<file path="src/rtl/count_pkg.sv">
// Shared types and default sizes for the count-down timer.
//   cd_state_t : FSM state encoding (IDLE, RUN, PAUSE, DONE)
//   CD_WIDTH   : default counter / reload width
//   CD_PW      : default prescale field width
package count_pkg;

  localparam int CD_WIDTH = 4;
  localparam int CD_PW    = 8;

  typedef enum logic [1:0] {
    IDLE  = 2'd0,
    RUN   = 2'd1,
    PAUSE = 2'd2,
    DONE  = 2'd3
  } cd_state_t;

endpackage

</file>
<file path="src/rtl/count_down_timer_tick_gen.sv">
// Prescaler for the count-down timer: emits one tick every prescale+1
// enabled cycles.
//   clk, reset_n : clock, async active-low reset
//   clear        : force the prescaler to 0 (wins over enable)
//   enable       : advance the prescaler; when low the count holds
//   prescale     : live compare value
//   tick         : combinational, high on the enabled cycle that hits the compare
module tick_gen
  import count_pkg::*;
#(
  parameter int PW = CD_PW
) (
  input  logic          clk,
  input  logic          reset_n,
  input  logic          clear,
  input  logic          enable,
  input  logic [PW-1:0] prescale,
  output logic          tick
);

  logic [PW-1:0] cnt_q, cnt_d;

  // >= rather than == so that lowering prescale below the current count
  // fires on the next cycle instead of running the counter all the way round.
  // The increment cannot overflow: it only happens while cnt_q < prescale.
  always_comb begin
    tick  = enable && (cnt_q >= prescale);
    cnt_d = cnt_q;
    if (clear || tick) cnt_d = '0;
    else if (enable)   cnt_d = cnt_q + 1'b1;
  end

  always_ff @(posedge clk or negedge reset_n) begin
    if (!reset_n) cnt_q <= '0;
    else          cnt_q <= cnt_d;
  end

endmodule

</file>
<file path="src/rtl/count_down_timer.sv">
// Loadable, prescaled down-counter with start/stop, terminal-count pulse
// and optional auto-reload.
//   clk, reset_n : clock, async active-low reset
//   load/load_val: capture a new reload value (and count); returns to IDLE
//   start / stop : run or resume / pause or abort (priority load > stop > start)
//   auto_reload  : live mode bit, sampled on each tick
//   prescale     : one tick every prescale+1 cycles, sampled live
//   q            : current count
//   busy / done  : state decode (RUN|PAUSE / DONE)
//   tc           : registered one-cycle pulse when q reaches 0
module count_down_timer
  import count_pkg::*;
#(
  parameter int WIDTH = CD_WIDTH,
  parameter int PW    = CD_PW
) (
  input  logic             clk,
  input  logic             reset_n,
  input  logic             load,
  input  logic [WIDTH-1:0] load_val,
  input  logic             start,
  input  logic             stop,
  input  logic             auto_reload,
  input  logic [PW-1:0]    prescale,
  output logic [WIDTH-1:0] q,
  output logic             busy,
  output logic             done,
  output logic             tc
);

  localparam logic [WIDTH-1:0] ONE = WIDTH'(1);

  cd_state_t        state_q, state_d;
  logic [WIDTH-1:0] q_q, q_d;
  logic [WIDTH-1:0] rld_q, rld_d;
  logic             tc_q, tc_d;
  logic             tick, pre_clear, pre_en;

  // A fresh start (from IDLE/DONE) or a load restarts the prescaler; a
  // resume from PAUSE deliberately does not. stop outranks start.
  assign pre_clear = load || (start && !stop && (state_q == IDLE || state_q == DONE));
  // Only RUN advances the prescaler; the stop cycle itself already holds it.
  assign pre_en    = (state_q == RUN) && !load && !stop;

  tick_gen #(.PW(PW)) u_tick (
    .clk      (clk),
    .reset_n  (reset_n),
    .clear    (pre_clear),
    .enable   (pre_en),
    .prescale (prescale),
    .tick     (tick)
  );

  always_comb begin
    state_d = state_q;
    q_d     = q_q;
    rld_d   = rld_q;
    tc_d    = 1'b0;
    if (load) begin
      rld_d   = load_val;
      q_d     = load_val;
      state_d = IDLE;
    end else begin
      case (state_q)
        IDLE, DONE: begin
          if (stop) begin
            state_d = IDLE;
          end else if (start) begin
            q_d = rld_q;
            if (rld_q == '0) begin
              state_d = DONE;
              tc_d    = 1'b1;
            end else begin
              state_d = RUN;
            end
          end
        end
        RUN: begin
          if (stop) begin
            state_d = PAUSE;
          end else if (tick) begin
            if (q_q > ONE) begin
              q_d = q_q - ONE;
            end else if (q_q == ONE) begin
              q_d  = '0;
              tc_d = 1'b1;
              if (!auto_reload) state_d = DONE;
            end else if (auto_reload) begin
              // Sitting at 0 in auto-reload: the reload tick closes the period.
              q_d  = rld_q;
              tc_d = (rld_q == '0);
            end else begin
              // auto_reload dropped while parked at 0: finish without a second tc.
              state_d = DONE;
            end
          end
        end
        PAUSE: begin
          if (stop)       state_d = IDLE;
          else if (start) state_d = RUN;
        end
        default: state_d = IDLE;
      endcase
    end
  end

  always_ff @(posedge clk or negedge reset_n) begin
    if (!reset_n) begin
      state_q <= IDLE;
      q_q     <= '0;
      rld_q   <= '0;
      tc_q    <= 1'b0;
    end else begin
      state_q <= state_d;
      q_q     <= q_d;
      rld_q   <= rld_d;
      tc_q    <= tc_d;
    end
  end

  assign q    = q_q;
  assign busy = (state_q == RUN) || (state_q == PAUSE);
  assign done = (state_q == DONE);
  assign tc   = tc_q;

endmodule

</file>
<file path="config.mk">
export PLATFORM = sky130hd
export DESIGN_NAME = count_down_timer
export DESIGN_NICKNAME = d
export VERILOG_FILES = /design/src/rtl/count_pkg.sv /design/src/rtl/count_down_timer_tick_gen.sv /design/src/rtl/count_down_timer.sv
export SDC_FILE = /design/constraint.sdc
export NUM_CORES = 1
export LEC_CHECK = 0
export CAP_MARGIN = 15
export CELL_PAD_IN_SITES_DETAIL_PLACEMENT = 1
export CELL_PAD_IN_SITES_GLOBAL_PLACEMENT = 2
export CORE_UTILIZATION = 28
export DETAILED_ROUTE_END_ITERATION = 12
export PLACE_DENSITY = 0.75
export SYNTH_ARGS = -nofsm -noshare
export SYNTH_HDL_FRONTEND = slang
export SYNTH_SLANG_ARGS = --single-unit
export TNS_END_PERCENT = 5
</file>
<file path="constraint.sdc">
create_clock -name clk -period 2 [get_ports clk]
set_clock_uncertainty 0.05 [all_clocks]
set_input_delay 0.4 -clock clk [delete_from_list [all_inputs] [get_ports clk]]
set_output_delay 0.4 -clock clk [all_outputs]
set_load 0.01 [all_outputs]
</file>
## Yosys cells after proc, flatten, opt, wreduce, memory -nomap -nowiden

Index checks and enable logic that the tools add are counted.

| operators by class | value |
|---|---|
| $lt $le $gt $ge | 2 |
| eq/ne operators | 14 |
| reduce and logical (&&, ||, !) cells | 18 |
| muxes and demuxes | 32 |
| $add $sub $neg | 2 |

Operators by type and width:

| kind | number |
|---|---|
| 2-to-1 mux 4 bit | 8 |
| 2-to-1 mux 2 bit | 10 |
| != test 4 bit, second input constant | 5 |
| 2-to-1 mux 8 bit | 2 |
| != test 3 bit, second input constant | 4 |
| 2-to-1 mux 1 bit | 9 |
| adder 8 x 1 -> 8 bit, second input constant | 1 |
| greater-or-equal comparator 8 bit | 1 |
| one-hot mux 4 bit (2 select lines) | 1 |
| one-hot mux 2 bit (3 select lines) | 1 |
| AND reduction 6 bit | 1 |
| logical AND 1 bit | 5 |
| != test 5 bit, second input constant | 1 |
| AND reduction 5 bit | 1 |
| == test 2 bit, second input constant | 2 |
| == test 4 x 1 -> 1 bit, second input constant | 1 |
| greater-than comparator 4 x 1 -> 1 bit, second input constant | 1 |
| zero test 4 bit | 1 |
| logical OR 1 bit | 4 |
| subtractor 4 x 1 -> 4 bit, second input constant | 1 |
| nonzero test 3 bit | 1 |
| == test 2 x 1 -> 1 bit, second input constant | 1 |
| zero test 1 bit | 2 |
| zero test 2 bit | 1 |
| other kinds (3) | 3 |

| word-level totals | value |
|---|---|
| bits of input ports | 18 |
| register bits after elaboration | 19 |
| word-level logic and storage cells | 73 |
| output and inout bits | 7 |

## Depth between registers and ports, before layout

| logic depth | value |
|---|---|
| depth after elaboration | 8 |
| mapped depth | 7 |
| gate-level depth less buffers | 7 |

## Hierarchy

From an unflattened synthesis, not the netlist that was laid out.

| second synthesis, totals | value |
|---|---|
| cells, all modules | 156 |
| area, all modules | 1,453.9 um^2 |

By module, submodules not included:

| module | cells each | area an instance (um^2) | instances | sequential area each (um^2) |
|---|---|---|---|---|
| count_down_timer | 88 | 813.3 | 1 | 275.3 |
| tick_gen | 68 | 640.6 | 1 | 200.2 |

## Worst setup path after synthesis

OpenSTA, ideal clock, no wires.

| timing | value |
|---|---|
| path kind | register to register |
| start point | register u_tick.cnt_q[0] |
| end point | register q_q[0], in the netlist q[0] |
| path buffers | 0 |
| setup time | 128 ps |
| required time | 1,822 ps |
| setup slack | -82 ps |
| period minus slack after synthesis | 2,082 ps |
| cell stages (with the launch flop) | 8 |
| arrival | 1,904 ps |
| cells stage by stage | dfrtp_1 > inv_1 > ha_1 > nand2b_4 > a2111o_1 > a31oi_4 > a21oi_2 > mux2_1 |

| on the way | value |
|---|---|
| cells in the longest elaborated chain, start to end | 4 |

RTL lines:

| item | RTL line | text |
|---|---|---|
| start: declaration | count_down_timer_tick_gen.sv:21 | `logic [PW-1:0] cnt_q, cnt_d;` |
| start signal: assignment | count_down_timer_tick_gen.sv:35 | `else cnt_q <= cnt_d;` |
| greater-or-equal comparator 8 bit | count_down_timer_tick_gen.sv:27 | `tick = enable && (cnt_q >= prescale);` |
| logical AND 1 bit | count_down_timer_tick_gen.sv:27 |  |
| != test 3 bit (no source line) | n/a |  |
| AND reduction 6 bit (no source line) | n/a |  |
| end signal: assignment | count_down_timer.sv:115 | `q_q <= q_d;` |
| end: declaration | count_down_timer.sv:34 | `logic [WIDTH-1:0] q_q, q_d;` |

No other way between the ends.
A chain may end at the register's enable or synchronous reset.

## Worst setup path in the final report

| timing | value |
|---|---|
| start point | register u_tick.cnt_q[0] |
| end point | register state_q[1] |

| on the way | value |
|---|---|
| cells in the longest elaborated chain, start to end | 4 |

RTL lines:

| item | RTL line | text |
|---|---|---|
| greater-or-equal comparator 8 bit | count_down_timer_tick_gen.sv:27 |  |
| logical AND 1 bit | count_down_timer_tick_gen.sv:27 |  |
| != test 4 bit (no source line) | n/a |  |
| AND reduction 5 bit (no source line) | n/a |  |
| end signal: assignment | count_down_timer.sv:114 | `state_q <= state_d;` |
| end: declaration | count_down_timer.sv:33 | `cd_state_t state_q, state_d;` |

No other way between the ends.

==> summary.txt <==
Outcome: finished, violations left
Failing checks: negative setup slack
Crit-path cells: inv_2 > ha_4 > nand2b_4 > a2111o_1 > a311oi_2 > nor2_1 > mux2_4
Port bufs: 24
Total CTS buffers: 3
Comb power frac: 37.9%
Synth area leader: dfrtp_1
WP data arrival: 2.14 ns
Average cell area after synthesis: 9.38 um^2
Ys async rst share: 100%
Final Setup Violations: 7
Synthesis warning total: 0
Sequential Area: 475 um^2
Final Cycle Share: 102%
Synth unique cells: 37
CTS Buffer Depth: 2
CP startpoint kind: flip-flop
Switch Pwr: 363 uW
Leak Pwr: 0.990 nW
# rows: 24
Most used routing layer: met2
Die Y: 70.5 um
First-pass GRT wire length: 6.72 mm
Setup WS post-layout: -0.0445 ns
CP Class: flip-flop to flip-flop
Fill cells: 506
Peak Freq: 489 MHz
Synthesized Nets: 172
Worst slew margin: 77.2%
Seq cells post-synth: 19
Synth top cells by count: dfrtp_1, nor2_1, inv_1
GR Util met2: 31.9%
Placer congestion estimate: 0.794
Switch share: 31.2%
CP max stage cell: a2111o_1
CP Max Fanout: 2
P_int: 803 uW
Total grt overflow: 0
HP Class: input pin to async pin
Initial Util: 29.6%
Final net count: 236
Reg clk slew, reported paths: 0.08 ns
Clock group share of total power: 23.8%
P per Cell Area: 559 mW/mm^2
CTS sink count: 19
Initial antenna violation count: 0
Final wirelength: 3.85 mm
Hold WS: 0.421 ns
Placed cells: 246
Levels on crit path: 7
Pins over their slew limit: 0
Largest delay share family, worst path: compound AO/OA/AOI/OAI gates
Count leader, synth: dfrtp_1
Sequential area share after synthesis: 36.2%
Yosys top cell area share: 36.2%
Worst slack at placement: -0.571 ns
Crit. End Element: flip-flop
R2r worst-path depth: 7
Antenna viol nets, final: 0
Power Total: 1.17 mW
Seq pwr share: 38.3%
Met3 Track Usage GR: 2.31%
Max-Cap Viols: 0
Peak supply drop: 322 uV
P&R area growth vs syn: 58.7%
Mapped Cells: 140
Total track usage: 17.0%
Ant diodes: 0
1st-iter DRT viols: 25
Ratio of cells with drive above 1 in the final layout: 35.5%
Die width: 70.5 um
1st-pass router iterations: 4
Wire length per cell: 15.1 um
Vias in the first global route: 1473
Synth area leaders: dfrtp_1, ha_1, nor2_1
GR Util met1: 20.3%
Final hold vios: 0
Top FF cell, synth: dfrtp_1
Total number of H-tree levels: 1
Vias per inst: 4.95
Data required, critical path: 2.10 ns
Final std cells w/o fill: 255
Critical path buffers and inverters: 1
Vias: 1263
Worst-skew pair later-pin latency: 0.26 ns
Netlist Area Pre-Place: 0.00131 mm^2
Core area: 0.00444 mm^2
CTS tree: yes
Die area: 0.00497 mm^2
RSZ-0062 raised after global routing: yes
Period minus WS final: 2.04 ns
EDFF count, synth: 0
Ports: 25
Multi-input gate area: 917 um^2
CP peak stage delay: 0.43 ns
Largest net degree at the start of global routing: 20
Root Driver: clkbuf_8
DR DRC count: 0
Worst Tran Pin Value: 0.342 ns
Detailed Place HPWL: 3.04 mm
## cell families (layout without fill, tap and decap cells)
kind of cell / after synthesis / count (layout) / synth area share, %
AOI/OAI and AO/OA: 28 / 28 / 16.2
xor gates and xnor gates: 8 / 8 / 5.33
adders and majority gates: 14 / 14 / 13.3
buffers and inverters: 17 / 80 / 4.86
DFF: 19 / 19 / 36.2
muxes: 8 / 8 / 6.76
and+or+nand+nor: 46 / 46 / 17.3
## state kept, by name (all words and copies together) (netlist names)
signal / count
rld_q: 4
q: 4
u_tick.cnt_q: 8
tc: 1
state_q: 2
## worst reg2reg max path, stage by stage, from the launching register on
cell and delay (ns):
dfrtp_1 0.40, inv_2 0.08, ha_4 0.19, nand2b_4 0.13, a2111o_1 0.43, a311oi_2 0.26, nor2_1 0.09, mux2_4 0.30
## per-stage QoR
step	util [%]	setup TNS [ns]	cell area [um^2]
detailed placement	41.9	-7.52	1860
global route	46.9	-0.916	2080
CTS	45.1	-1.00	2000
global placement	41.9	-6.58	1860
finish	46.9	-0.194	2080
floorplan	-	0	1330
## routing by layer
metal	routed length [um]	vias up
met5	0	-
met4	34	0
met3	118	4
met2	2040	23
met1	1650	609
li1	-	627
## cell type report
cell class                      count  share of cell area [%]
Multi-Input combinational cell    104                    44.0
Timing Repair Buffer               60                    25.0
Sequential cell                    19                    22.8
Tap cell                           52                    3.12
Inverter                           16                    2.88
Clock buffer                        3                    1.98
Clock inverter                      1                   0.240
## path summary, 6_finish.rpt
path                                  from               to  slack, ns
min in group clk                  rld_q[0]         rld_q[0]       0.49
max                        u_tick.cnt_q[0]       state_q[1]      -0.04
min                                reset_n             q[0]       0.42
max in group asynchronous          reset_n  u_tick.cnt_q[2]       1.27
max reg2reg                u_tick.cnt_q[0]       state_q[1]      -0.04
min reg2reg                       rld_q[0]         rld_q[0]       0.49
## cell usage in the layout, fill, tap and decap left out, types with 2 or more instances in the layout
master           netlist  routed
a21oi_1                5       3
a21oi_2                1       2
a221o_1                2       2
a31oi_1                3       3
and3_1                 2       2
buf_4                  0      35
clkbuf_8               0       3
clkdlybuf4s50_1        0      17
dfrtp_1               19      19
dlygate4sd2_1          0       3
dlymetal6s2s_1         0       4
ha_1                  14       7
ha_2                   0       2
ha_4                   0       5
inv_1                 16      12
inv_2                  0       4
mux2_2                 3       3
mux2_4                 0       4
nand2_1               11      10
nand2b_1               3       3
nand4_1                4       4
nor2_1                17      16
nor2b_1                2       2
nor4_1                 2       2
o211ai_1               2       2
o21ai_1                0       2
xnor2_1                2       2
xor2_1                 6       6
## repair_timing
item                       4_1_cts  5_1_grt
hold buffers                     0        0
setup endpoints to repair       16       15
setup buffers                    3        2
resized for setup               19       17
pin swaps                        7        9
## power by group through the flow
stage | registers (mW) | clock network, mW | logic, mW
after global routing | 0.453 | 0.306 | 0.483
final | 0.446 | 0.278 | 0.442
after CTS | 0.444 | 0.287 | 0.435
after global placement | 0.450 | 0 | 0.384
after floorplan | 0.464 | 0 | 0.162
after detailed placement | 0.452 | 0 | 0.403
(Power assumes the default switching activity.)
